File: config.mk
export PLATFORM = sky130hd
export DESIGN_NAME = scarv_ccx_ic_router_nt
export DESIGN_NICKNAME = d
export VERILOG_FILES = /design/src/rtl/scarv_ccx_pkg.sv /design/src/rtl/scarv_ccx_route_fifo.sv /design/src/rtl/scarv_ccx_ic_router_nt.sv
export SDC_FILE = /design/constraint.sdc
export NUM_CORES = 1
export LEC_CHECK = 0
export BUFFER_PORTS_ARGS = -buffer_cell sky130_fd_sc_hd__buf_2
export CORE_AREA = 2 2 124 126
export CTS_CLUSTER_SIZE = 8
export DETAILED_ROUTE_END_ITERATION = 8
export DIE_AREA = 0 0 126 128
export SLEW_MARGIN = 20
export SYNTH_ARGS = -nofsm -noshare
export SYNTH_HDL_FRONTEND = slang
export SYNTH_HIERARCHICAL = 1
export SYNTH_SLANG_ARGS = --single-unit
File: constraint.sdc
create_clock -name g_clk -period 5.4 [get_ports g_clk]
set_input_delay 0.27 -clock g_clk [delete_from_list [all_inputs] [get_ports g_clk]]
set_output_delay 0.27 -clock g_clk [all_outputs]
set_load 0.05 [all_outputs]
File: src/rtl/scarv_ccx_pkg.sv
// Shared route-tag type and address decode helper for the CCX router.
// Tag is sized for the largest supported NT (8); MSB set means NONE.
package scarv_ccx_pkg;

  localparam int SCARV_CCX_NT_MAX = 8;
  localparam int SCARV_CCX_TAG_W  = $clog2(SCARV_CCX_NT_MAX) + 1;

  typedef logic [SCARV_CCX_TAG_W-1:0] scarv_ccx_tag_t;

  localparam scarv_ccx_tag_t SCARV_CCX_TAG_NONE =
    scarv_ccx_tag_t'(1 << (SCARV_CCX_TAG_W - 1));

  // Region hit for a power-of-two sized, size-aligned window.
  function automatic logic scarv_ccx_hit(
    input logic [63:0] addr,
    input logic [63:0] base,
    input logic [63:0] size
  );
    return (addr & ~(size - 64'd1)) == base;
  endfunction

endpackage

File: src/rtl/scarv_ccx_route_fifo.sv
// Route-tag FIFO: remembers the target of each granted request so that
// responses are steered back in issue order.
module scarv_ccx_route_fifo #(
  parameter int WIDTH = 4,
  parameter int DEPTH = 2
) (
  input  logic             g_clk,
  input  logic             g_reset,
  input  logic             push,
  input  logic             pop,
  input  logic [WIDTH-1:0] din,
  output logic             full,
  output logic             empty,
  output logic [WIDTH-1:0] head
);

  localparam int PW = (DEPTH > 1) ? $clog2(DEPTH) : 1;
  localparam int CW = $clog2(DEPTH + 1);

  logic [WIDTH-1:0] mem [DEPTH];
  logic [PW-1:0]    wr_ptr;
  logic [PW-1:0]    rd_ptr;
  logic [CW-1:0]    count;
  logic             do_push;
  logic             do_pop;

  function automatic logic [PW-1:0] ptr_inc(input logic [PW-1:0] p);
    return (p == PW'(DEPTH - 1)) ? '0 : p + 1'b1;
  endfunction

  assign full    = (count == CW'(DEPTH));
  assign empty   = (count == '0);
  assign do_push = push & ~full;
  assign do_pop  = pop & ~empty;
  assign head    = mem[rd_ptr];

  // Tag storage; contents need no reset since count gates visibility.
  always_ff @(posedge g_clk) begin
    if (do_push) mem[wr_ptr] <= din;
  end

  // Pointer and occupancy tracking.
  always_ff @(posedge g_clk or posedge g_reset) begin
    if (g_reset) begin
      wr_ptr <= '0;
      rd_ptr <= '0;
      count  <= '0;
    end else begin
      if (do_push) wr_ptr <= ptr_inc(wr_ptr);
      if (do_pop)  rd_ptr <= ptr_inc(rd_ptr);
      unique case ({do_push, do_pop})
        2'b10:   count <= count + 1'b1;
        2'b01:   count <= count - 1'b1;
        default: count <= count;
      endcase
    end
  end

endmodule

File: src/rtl/scarv_ccx_ic_router_nt.sv
// One-requestor to NT-target router with in-order response steering.
// Define SCARV_CCX_ROUTER_WPROT_EN to reject writes to TGT_RO targets.
module scarv_ccx_ic_router_nt
  import scarv_ccx_pkg::*;
#(
  parameter int AW    = 32,
  parameter int DW    = 32,
  parameter int NT    = 4,
  parameter int DEPTH = 2,
  parameter logic [NT*AW-1:0] TGT_BASE = {(NT*AW){1'b0}},
  parameter logic [NT*AW-1:0] TGT_SIZE = {NT{AW'(32'h400)}},
  parameter logic [NT-1:0]    TGT_RO   = {NT{1'b0}}
) (
  input  logic             g_clk,
  input  logic             g_reset,
  input  logic             core_req,
  output logic             core_gnt,
  input  logic             core_wen,
  input  logic [DW/8-1:0]  core_strb,
  input  logic [AW-1:0]    core_addr,
  input  logic [DW-1:0]    core_wdata,
  output logic             core_rsp,
  output logic             core_error,
  output logic [DW-1:0]    core_rdata,
  output logic [NT-1:0]    tgt_req,
  input  logic [NT-1:0]    tgt_gnt,
  output logic             tgt_wen,
  output logic [DW/8-1:0]  tgt_strb,
  output logic [AW-1:0]    tgt_addr,
  output logic [DW-1:0]    tgt_wdata,
  input  logic [NT-1:0]    tgt_rsp,
  input  logic [NT-1:0]    tgt_error,
  input  logic [NT*DW-1:0] tgt_rdata
);

  localparam int TW = SCARV_CCX_TAG_W;
  localparam int IW = TW - 1;

`ifdef SCARV_CCX_ROUTER_WPROT_EN
  localparam logic WPROT = 1'b1;
`else
  localparam logic WPROT = 1'b0;
`endif

  logic [NT-1:0]  hit;
  logic [NT-1:0]  sel;
  logic [IW-1:0]  sel_idx;
  logic           mapped;
  logic           blocked;
  logic           fwd;
  logic           full;
  logic           empty;
  logic           push;
  scarv_ccx_tag_t push_tag;
  scarv_ccx_tag_t head;

  // Table decode with lowest-index priority on overlapping regions.
  always_comb begin
    hit     = '0;
    sel     = '0;
    sel_idx = '0;
    mapped  = 1'b0;
    for (int i = 0; i < NT; i++) begin
      hit[i] = scarv_ccx_hit(64'(core_addr),
                             64'(TGT_BASE[i*AW +: AW]),
                             64'(TGT_SIZE[i*AW +: AW]));
    end
    for (int i = NT - 1; i >= 0; i--) begin
      if (hit[i]) begin
        sel     = NT'(1) << i;
        sel_idx = IW'(i);
        mapped  = 1'b1;
      end
    end
  end

  // Protected writes are handled exactly like unmapped accesses.
  always_comb begin
    blocked  = WPROT & core_wen & |(TGT_RO & sel);
    fwd      = mapped & ~blocked;
    tgt_req  = {NT{core_req & fwd & ~full}} & sel;
    core_gnt = core_req & ~full & (fwd ? |(tgt_gnt & sel) : 1'b1);
    push     = core_req & core_gnt;
    push_tag = fwd ? {1'b0, sel_idx} : SCARV_CCX_TAG_NONE;
  end

  assign tgt_wen   = core_wen;
  assign tgt_strb  = core_strb;
  assign tgt_addr  = core_addr;
  assign tgt_wdata = core_wdata;

  // Steer the head target's response; NONE answers with an error at once.
  always_comb begin
    core_rsp   = 1'b0;
    core_error = 1'b0;
    core_rdata = '0;
    if (!empty) begin
      if (head[IW]) begin
        core_rsp   = 1'b1;
        core_error = 1'b1;
      end else begin
        for (int i = 0; i < NT; i++) begin
          if (head[IW-1:0] == IW'(i)) begin
            core_rsp   = tgt_rsp[i];
            core_error = tgt_error[i];
            core_rdata = tgt_rdata[i*DW +: DW];
          end
        end
      end
    end
  end

  scarv_ccx_route_fifo #(
    .WIDTH (TW),
    .DEPTH (DEPTH)
  ) u_fifo (
    .g_clk   (g_clk),
    .g_reset (g_reset),
    .push    (push),
    .pop     (core_rsp),
    .din     (push_tag),
    .full    (full),
    .empty   (empty),
    .head    (head)
  );

endmodule
==> impl_metrics.toml <==
[sta]
setup_viol = 0
rsz0062_at_grt = "false"
slew_viol_final = 0
fmax_mhz = 327
slew_headroom_pct = 53.0
finalSetupTns_ps = 0
fin_skew_ps = 3.19
fin_ws_ps = 2340
period_share_pct = 56.6
finalHoldViolCount = 0
holdWs_ps = 463
fin_crit_ps = 3060
tightestPinTransition_ps = 705

[synth]
yosysTopAreaCell = "buf_4"
synth_top_cell_area_share_pct = 23.4
synth_area_um2 = 2370
netlist_instances = 276
synth_warnings = 6
ys_ff_latch = 12
synthDistinctLibCells = 38
synth_area_per_cell_um2 = 8.60
ys_seq_area_share_pct = 14.3
synthTopCellsByArea = "buf_4 23%, edfxtp_1 10%, mux2_4 10%, o22ai_2 8.4%, mux2_2 8.1%"

[critical_path]
crit_path_start_kind = "flop"
worstSetupEndpointType = "primary output"
path_delay_family = "multiplexers"
critPathBufInv = 2
cp.arrival_ps = 2790
crit_fanout = 21
crit_path_cell_trace = "mux2_2, buf_4, mux2_2, o22ai_1, nor2_1, buf_2"
crit_path_frequent_cell = "mux2_2"
critical_path.slowest_cell = "mux2_2"
cpPeakStageDelay_ps = 740
crit_type = "flop to primary output"
worstPathRequired_ps = 5130

[finish]
area_delta_synth_final_pct = 34.1
drive_gt1_share_pct = 66.3
fin_nets = 635
design_area_um2 = 3180
diodes = 0

[cts]
cts_tree = "built"
clock_sinks = 12
clockBufferDepth = 2
clk_pin_slew_ps = 40
postCtsSetupBuffers = 0
cts-root-buf = "clkbuf_16"
h-tree-depth = 1
insertion_delay_ps = 240
cts_made_buffers = 3

[power_and_ir_drop]
power.internal_uw = 668
swShare_pct = 56.8
p_leak_uw = 0.00164
switching_power_uw = 878
power_uw = 1550
pwr-share-clk_pct = 9.7
combPwrFrac_pct = 80.1
power_density_nw_per_um2 = 486
ir_drop_mv = 0.191
p_seq_share_pct = 10.1

[min_path]
hold_path.class = "input pin to asynchronous set/reset pin"

[placement]
dp_hpwl_um = 6700
port_buffers = 219
place_congestion = 0.765
place_ws_ps = 2360
dpl-instance-area_um2 = 3080

[detailed_routing]
drt-initial-drc-count = 84
drtPass1Iterations = 4
wire_per_inst_um = 13.9
wl_um = 8490
final_antenna_net_count = 0
route.vias.total = 2438
drt-vias-per-instance = 4.00
route.detailed.drc = 0

[run]
drv_cap = 0

[floorplanning]
rows = 45
die_width_um = 126
core_area_um2 = 14900
io_pins = 320
fp.dieH_um = 128
initial_utilization_pct = 16.0
dieArea_um2 = 16100

[global_routing]
track_usage_pct = 9.34
first_global_vias = 2252
antenna_found_initial = 0
grt_pass1_wl_um = 11900
grt_max_degree = 39
grt_overflow = 0

[outcome]
outcome = "complete, no violations"
tightest hold or removal path, cell delays in order:
cell and delay, ps:
dlygate4sd3_1 530, buf_2 120, inv_1 140
worst paths after layout:
check | start | end | slack (ps) | cells after the start
max reg2reg | u_fifo/rd_ptr | u_fifo/count[1] | 2770 | 8
max in group asynchronous | g_reset | u_fifo/count[0] | 4780 | 3
min | g_reset | u_fifo/wr_ptr | 460 | 3
min reg2reg | u_fifo/count[1] | u_fifo/count[1] | 500 | 1
max | u_fifo/rd_ptr | core_rdata[26] | 2340 | 6
min in group g_clk | u_fifo/count[1] | u_fifo/count[1] | 500 | 1
power groups by stage:
stage	logic [uW]	registers (uW)	clock network, uW
after global routing	1330	162	157
after CTS	1250	157	155
after floorplan	1120	151	0
after global placement	1240	157	0
final	1240	157	151
after detailed placement	1240	158	0
registers in the layout, indices dropped and copies added (netlist names):
name           cells
u_fifo/mem         8
u_fifo/count       2
u_fifo/rd_ptr      1
u_fifo/wr_ptr      1
placed cells by master (no fill, tap or decap), types with 2 or more instances in the layout:
cell type	instances
conb_1	9
clkbuf_16	3
xor2_1	2
o21ai_0	31
o22ai_2	16
buf_2	219
o22ai_1	18
nor4_1	5
mux2i_1	2
nand2_1	2
edfxtp_1	8
mux2_1	3
xnor2_1	3
nor2_1	36
mux2_4	17
a21oi_1	2
a2bb2oi_1	2
mux2_2	16
buf_4	2
inv_1	3
o311a_1	2
dfrtp_1	4
final cells by class:
type                            count  area (um^2)
Inverter                            3         11.3
Sequential cell                    12          340
Tap cell                          188          235
Fill cell                        1686        11700
Timing Repair Buffer              222         1120
Multi-Input combinational cell    180         1390
Clock buffer                        4         88.8
through the flow:
| stage | instances | utilization [%] |
|---|---|---|
| 4_1_cts | 609 | 21.4 |
| 2_1_floorplan | 284 | - |
| 3_3_place_gp | 604 | 20.7 |
| 3_5_place_dp | 604 | 20.7 |
| 5_1_grt | 609 | 21.4 |
| 6_report | 609 | 21.4 |
per-layer routing:
layer / vias to the layer above / routed length, um / GRT usage, %
met2: 140 / 4320 / 16.6
li1: 1200 / - / -
met5: - / 0 / 0
met4: 0 / 243 / 3.75
met3: 20 / 620 / 1.67
met1: 1078 / 3310 / 11.1
cells in the mapped netlist:
master	instances
nor2b_2	1
nor4_1	5
nand2b_1	1
o22ai_1	18
inv_1	3
xor2_1	2
conb_1	1
a21oi_1	2
edfxtp_1	8
or2_1	1
o22ai_2	16
dfrtp_1	4
o21ai_1	1
ha_1	1
o21ai_0	31
and3b_1	1
nor4b_1	1
buf_12	2
buf_2	7
nor2b_1	1
nor3_2	1
nand2_1	2
and3_1	1
buf_4	74
nor2_1	36
nand2b_4	1
a2bb2oi_1	2
buf_6	3
mux2_1	3
nand3b_4	1
mux2_2	17
mux2_4	16
nand4_1	1
xnor2_1	3
o311a_1	2
mux2i_1	2
or2_2	1
clkbuf_1	3
kinds of logic after synthesis:
| logic type | share of synthesized area [%] |
|---|---|
| mux | 20.4 |
| compound gates | 21.9 |
| simple gates | 11.9 |
| fa+ha+maj | 0.527 |
| xor+xnor | 1.84 |
| buf+inv | 28.9 |
| other cells | 0.158 |
| flops | 14.3 |
what timing repair did:
action / CTS / global route
resized for setup: 0 / 0
endpoints found under the hold margin: 4 / 0
hold buffers: 1 / 0
Power figures use the tool's default switching activity.
